**src/rtl/serializer_pkg.sv**
```systemverilog
// Shared types and helpers for the variable-length frame serializer.
package serializer_pkg;

   typedef enum logic {
      IDLE = 1'b0,
      SEND = 1'b1
   } state_t;

   // A length of 0, or anything beyond the frame capacity, means a full frame.
   function automatic int unsigned eff_len(input int unsigned len,
                                           input int unsigned n_samples);
      return ((len == 0) || (len > n_samples)) ? n_samples : len;
   endfunction

endpackage

```
**src/rtl/serializer_varlen_if.sv**
```systemverilog
// Parallel-frame receive side and serial-sample send side, both val/rdy.
interface serializer_varlen_if #(
   parameter int unsigned BIT_WIDTH = 32,
   parameter int unsigned N_SAMPLES = 8
);
   localparam int unsigned LW = $clog2(N_SAMPLES + 1);

   logic [BIT_WIDTH-1:0] recv_msg [N_SAMPLES];
   logic [LW-1:0]        recv_len;
   logic                 recv_rev;
   logic                 recv_val;
   logic                 recv_rdy;
   logic [BIT_WIDTH-1:0] send_msg;
   logic                 send_last;
   logic                 send_val;
   logic                 send_rdy;

   modport master (
      output recv_msg, recv_len, recv_rev, recv_val, send_rdy,
      input  recv_rdy, send_msg, send_last, send_val
   );

   modport slave (
      input  recv_msg, recv_len, recv_rev, recv_val, send_rdy,
      output recv_rdy, send_msg, send_last, send_val
   );
endinterface

```
**src/rtl/serializer_counter.sv**
```systemverilog
// Sample position counter with clear, enable and a terminal flag at len-1.
module serializer_counter #(
   parameter int unsigned LW = 4
) (
   input  logic          clk,
   input  logic          reset,
   input  logic          clr,
   input  logic          en,
   input  logic [LW-1:0] len,
   output logic [LW-1:0] cnt,
   output logic          last_c
);

   // Clear wins over enable so a new frame always starts at sample 0.
   always_ff @(posedge clk or posedge reset) begin
      if (reset) begin
         cnt <= '0;
      end else if (clr) begin
         cnt <= '0;
      end else if (en) begin
         cnt <= cnt + LW'(1);
      end
   end

   assign last_c = (cnt == (len - LW'(1)));

endmodule

```
**src/rtl/serializer_varlen.sv**
```systemverilog
// Serializes a parallel frame of up to N_SAMPLES words, forward or reversed.
module serializer_varlen
   import serializer_pkg::*;
#(
   parameter int unsigned BIT_WIDTH = 32,
   parameter int unsigned N_SAMPLES = 8
) (
   input  logic             clk,
   input  logic             reset,
   serializer_varlen_if.slave bus
);

   localparam int unsigned LW = $clog2(N_SAMPLES + 1);
   localparam int unsigned IW = $clog2(N_SAMPLES);

   state_t               state_q, state_d;
   logic [BIT_WIDTH-1:0] sample_q [N_SAMPLES];
   logic [LW-1:0]        len_q;
   logic                 rev_q;
   logic [LW-1:0]        cnt;
   logic [LW-1:0]        idx;
   logic                 last_c;
   logic                 load;
   logic                 cnt_clr;
   logic                 cnt_en;
   logic                 recv_rdy_c;
   logic                 send_val_c;

   serializer_counter #(.LW(LW)) u_counter (
      .clk    (clk),
      .reset  (reset),
      .clr    (cnt_clr),
      .en     (cnt_en),
      .len    (len_q),
      .cnt    (cnt),
      .last_c (last_c)
   );

   // State register.
   always_ff @(posedge clk or posedge reset) begin
      if (reset) begin
         state_q <= IDLE;
      end else begin
         state_q <= state_d;
      end
   end

   // Next state, handshake outputs and counter control.
   always_comb begin
      state_d    = state_q;
      recv_rdy_c = 1'b0;
      send_val_c = 1'b0;
      load       = 1'b0;
      cnt_clr    = 1'b0;
      cnt_en     = 1'b0;
      case (state_q)
         IDLE: begin
            recv_rdy_c = 1'b1;
            if (bus.recv_val) begin
               load    = 1'b1;
               cnt_clr = 1'b1;
               state_d = SEND;
            end
         end
         SEND: begin
            send_val_c = 1'b1;
            recv_rdy_c = bus.send_rdy & last_c;
            if (bus.send_rdy) begin
               if (last_c) begin
                  cnt_clr = 1'b1;
                  if (bus.recv_val) begin
                     load = 1'b1;
                  end else begin
                     state_d = IDLE;
                  end
               end else begin
                  cnt_en = 1'b1;
               end
            end
         end
         default: state_d = IDLE;
      endcase
   end

   // Frame capture on a receive transfer; untouched otherwise.
   always_ff @(posedge clk or posedge reset) begin
      if (reset) begin
         for (int i = 0; i < int'(N_SAMPLES); i++) begin
            sample_q[i] <= '0;
         end
         len_q <= '0;
         rev_q <= 1'b0;
      end else if (load) begin
         for (int i = 0; i < int'(N_SAMPLES); i++) begin
            sample_q[i] <= bus.recv_msg[i];
         end
         len_q <= LW'(eff_len(32'(bus.recv_len), N_SAMPLES));
         rev_q <= bus.recv_rev;
      end
   end

   assign idx = rev_q ? LW'(len_q - LW'(1) - cnt) : cnt;

   assign bus.recv_rdy  = recv_rdy_c;
   assign bus.send_val  = send_val_c;
   assign bus.send_last = (state_q == SEND) & last_c;
   assign bus.send_msg  = (state_q == SEND) ? sample_q[IW'(idx)] : '0;

endmodule

```
**src/flat_wrapper.sv**
```systemverilog
// flat-port wrapper written by rule: the top's interface ports become plain ports
module serializer_varlen_flat import serializer_pkg::*;
#(
   parameter int unsigned BIT_WIDTH = 32,
   parameter int unsigned N_SAMPLES = 8
)
  (clk, reset, bus_recv_msg, bus_recv_len, bus_recv_rev, bus_recv_val, bus_send_rdy, bus_recv_rdy, bus_send_msg, bus_send_last, bus_send_val);
  serializer_varlen_if #(.BIT_WIDTH(BIT_WIDTH), .N_SAMPLES(N_SAMPLES)) bus_i ();
  input  logic clk;
  input  logic reset;
  input wire logic [$bits(bus_i.recv_msg)-1:0] bus_recv_msg;
  input wire logic [$bits(bus_i.recv_len)-1:0] bus_recv_len;
  input wire logic [$bits(bus_i.recv_rev)-1:0] bus_recv_rev;
  input wire logic [$bits(bus_i.recv_val)-1:0] bus_recv_val;
  input wire logic [$bits(bus_i.send_rdy)-1:0] bus_send_rdy;
  output wire logic [$bits(bus_i.recv_rdy)-1:0] bus_recv_rdy;
  output wire logic [$bits(bus_i.send_msg)-1:0] bus_send_msg;
  output wire logic [$bits(bus_i.send_last)-1:0] bus_send_last;
  output wire logic [$bits(bus_i.send_val)-1:0] bus_send_val;
  assign bus_i.recv_msg = {>>{bus_recv_msg}};
  assign bus_i.recv_len = bus_recv_len;
  assign bus_i.recv_rev = bus_recv_rev;
  assign bus_i.recv_val = bus_recv_val;
  assign bus_i.send_rdy = bus_send_rdy;
  assign bus_recv_rdy = bus_i.recv_rdy;
  assign bus_send_msg = bus_i.send_msg;
  assign bus_send_last = bus_i.send_last;
  assign bus_send_val = bus_i.send_val;
  serializer_varlen #(.BIT_WIDTH(BIT_WIDTH), .N_SAMPLES(N_SAMPLES)) u_core (.clk(clk), .reset(reset), .bus(bus_i));
endmodule
```
**config.mk**
```make
export PLATFORM = sky130hd
export DESIGN_NAME = serializer_varlen_flat
export DESIGN_NICKNAME = d
export VERILOG_FILES = /design/src/rtl/serializer_pkg.sv /design/src/rtl/serializer_varlen_if.sv /design/src/rtl/serializer_counter.sv /design/src/rtl/serializer_varlen.sv /design/src/flat_wrapper.sv
export SDC_FILE = /design/constraint.sdc
export NUM_CORES = 1
export LEC_CHECK = 0
export BUFFER_PORTS_ARGS = -buffer_cell sky130_fd_sc_hd__buf_2
export CAP_MARGIN = 15
export CORE_MARGIN = 4
export CORE_UTILIZATION = 35
export CTS_CLUSTER_SIZE = 14
export DETAILED_ROUTE_END_ITERATION = 7
export HOLD_SLACK_MARGIN = 0.05
export PLACE_DENSITY = 0.64
export RECOVER_POWER = 50
export SLEW_MARGIN = 10
export SYNTH_ARGS = -nofsm -noshare
export SYNTH_HDL_FRONTEND = slang
export SYNTH_HIERARCHICAL = 1
export SYNTH_SLANG_ARGS = --single-unit
```
**constraint.sdc**
```tcl
create_clock -name clk -period 21.5 [get_ports clk]
set_input_delay 4.3 -clock clk [delete_from_list [all_inputs] [get_ports clk]]
set_output_delay 4.3 -clock clk [all_outputs]
set_load 0.02 [all_outputs]
```
==> metrics <==
status=complete, but fails checks; violated checks=capacitance limit, slew limit; most frequent cells in the layout=297 x buf_2, 266 x dfrtp_1, 257 x mux2_2; HP Class=register to register; Peak Freq=between 0.09 and 0.1 GHz; Crit Path Category=input port to asynchronous set/reset pin; CP startpoint kind=input port; initial DRC count=~260; pwr dens=184 mW/mm^2; CP Buf/Inv Count=3; Starting Density=0.357; boundary pin count=300; TritonCTS Buffers=30; commonest non-fill, non-tap cell in the layout=buf_2; Worst Path Max Fanout=141; deepest clock path buffer count=3; post-cts resize count=0; Crit-path slowest cell=clkinvlp_2; CP delay by family, top=buffers and inverters; setup violators final=0; clock latency on the worst-skew pair=approximately 0.54 ns; Worst EP required=between 20 and 25 ns; Post-Route WL=between 20000 and 30000 microns; drt pass-1 iters=4; sequential area share after synthesis=0.551; Tcrit/Tclk final=0.512; I/O Buffers=around 300; Area growth, synth to finish=22.9%; gp weighted congestion=0.763; vias=about 7400; Synth warnings=6; vias in the first global route=8133; total grt overflow=0; slew margin rel.=-3.30; nets@finish=about 1300; Worst Setup End Kind=asynchronous set/reset pin; Die Ht=slightly below 200 microns; Setup TNS=0 ns; Leak=0.00700 uW; Die W=just under 200 microns; initial antenna violation count=8; CTS tree=yes; Cell Rows=67; Critical Path AT=between 10 and 15 ns; Root Buffer=clkbuf_16; largest net degree at the start of global routing=roughly 140; drt via density=around 5; post-DP HPWL=about 20000 microns; CP Cell Sequence=clkbuf_1 -> clkinvlp_2 -> clkbuf_1; H-tree depth=1; Final Slew Violations=327; critical path's largest stage delay=around 3.5 ns; Final min period=approximately 11 ns; synth unique cells=31; post-route DRC violation count=0; Core Area=0.0338 sq mm; Yosys top cell by area=dfrtp_1; Post CTS Setup Buffer Count=0; Layout fillers=about 3100; Synth area leaders=dfrtp_1 55%, mux2_2 24%, mux4_2 8.4%; final core utilization=0.439; share of cells above drive strength 1=0.636; mapped cell area=around 0.012 sq mm; Peak VDD IR=approximately 0.19 mV; Synth Area per Inst=~17 sq um; CP dominant cell by count=clkbuf_1; WL per Instance=approximately 20 microns; RSZ-0062 raised after global routing=no; Max-cap violations=4; Cells after Synth=between 700 and 800; ANT nets after route=0; Net Count, Synth=around 990; CTS sink cnt=266; first-pass GRT wire length=46400 microns; Worst Tran Pin Value=roughly 6.4 ns; Die ar.=~0.038 sq mm; share of the synthesized area in the top cell type=0.551; Post-CTS Hold Buffers=0; Final Skew=0.00895 ns; clk slew on worst S/H paths=around 0.060 ns; hold violation count in the final report=0; Synth Register Bits=266; total track usage=0.152
-- where the power goes --
part / switching (uW) / internal, uW / total, uW / leakage (uW)
combinational: 645 / 721 / 1370 / 0.00326
clock: 195 / 297 / 492 / 0.000471
sequential: 122 / 750 / 872 / 0.00326
-- final cells by class --
type | count | area, sq um | share of cell area
tap | 448 | 561 | 0.0378
inverter | 7 | 27.5 | 0.00185
antenna | 4 | 10.0 | 0.000675
clock buffer | 45 | 898 | 0.0605
clock inverter | 6 | 61.3 | 0.00413
timing repair buffer | 308 | 1550 | 0.105
sequential | 266 | 6660 | 0.449
multi-input combinational | 403 | 5070 | 0.342
-- path summary, 6_finish.rpt --
path / startpoint / end / slack (ns) / depth (start not counted)
worst max-delay path: reset / u_core/sample_q[147] / 10.49 / 3
worst min register to register: u_core/sample_q[32] / u_core/sample_q[32] / 0.50 / 1
min in group asynchronous: reset / u_core/u_counter/cnt[3] / 3.65 / 2
worst min-delay path: u_core/sample_q[32] / u_core/sample_q[32] / 0.50 / 1
max in group clk: bus_send_rdy / bus_recv_rdy / 12.27 / 4
worst max register to register: u_core/len_q[0] / u_core/sample_q[50] / 15.55 / 10
-- stage by stage --
stage,total power [uW],setup slack (ns),hold WS (ns),instances,instance area [sq um]
after floorplan,1910,9.99,0.470,725,12100
after global placement,2230,12.36,0.479,1432,13900
after detailed placement,2260,12.35,0.485,1432,13900
after CTS,2770,12.35,0.498,1483,14900
after global routing,2900,8.87,0.509,1487,14800
final,2730,10.49,0.496,1487,14800
-- per-layer routing --
layer | part of all wire | wire length (microns) | track usage
met3 | 0.055 | 1620 | 0.0351
met2 | 0.48 | 14000 | 0.246
met5 | 0.0021 | 60 | 0
met1 | 0.44 | 12800 | 0.206
met4 | 0.028 | 805 | 0.0422
-- worst reg2reg max path, delay by kind of cell (launching register included) --
| family | cells | cell delay, ns |
|---|---|---|
| buffers and inverters | 3 | 1.99 |
| flip-flops | 1 | 0.43 |
| AO/OA/AOI/OAI | 1 | 0.33 |
| multiplexers | 1 | 0.44 |
| AND/OR/NAND/NOR | 2 | 2.10 |
| adder cells (fa/ha/maj) | 1 | 0.20 |
| XOR/XNOR | 2 | 0.34 |
-- sequential cells by signal, summed over array words and instances (netlist names) --
| signal | cells |
|---|---|
| u_core/sample_q | 256 |
| u_core/len_q | 4 |
| u_core/u_counter/cnt | 4 |
| u_core/rev_q | 1 |
| u_core/state_q | 1 |
-- logic make-up (layout without fill, tap and decap cells) --
| family | count (synthesis) | in the layout | share of synthesized area |
|---|---|---|---|
| flops | 266 | 266 | 0.551 |
| xor+xnor | 10 | 10 | 0.00726 |
| mux | 324 | 324 | 0.368 |
| simple gates | 26 | 26 | 0.0112 |
| other cells | 0 | 4 | 0 |
| buf+inv | 56 | 366 | 0.0307 |
| fa+ha+maj | 4 | 4 | 0.00477 |
| compound gates | 39 | 39 | 0.0267 |
-- cells in the mapped netlist --
master	number
nor4_1	1
ha_1	3
inv_1	7
a21boi_0	1
nand2_1	6
mux2i_2	1
buf_6	7
mux4_1	19
xnor2_1	8
clkbuf_1	4
nor3b_1	1
fa_1	1
mux2_2	257
buf_4	24
mux2i_1	2
a21boi_1	1
xor2_1	2
mux4_2	45
nor2_1	8
o21a_1	1
nor3_2	1
a22o_1	32
or2_2	1
buf_2	14
o21ai_0	4
dfrtp_1	266
nor3_1	1
nand2b_1	4
and2_1	1
and3b_2	1
nand4_1	1
(Power assumes the default switching activity.)
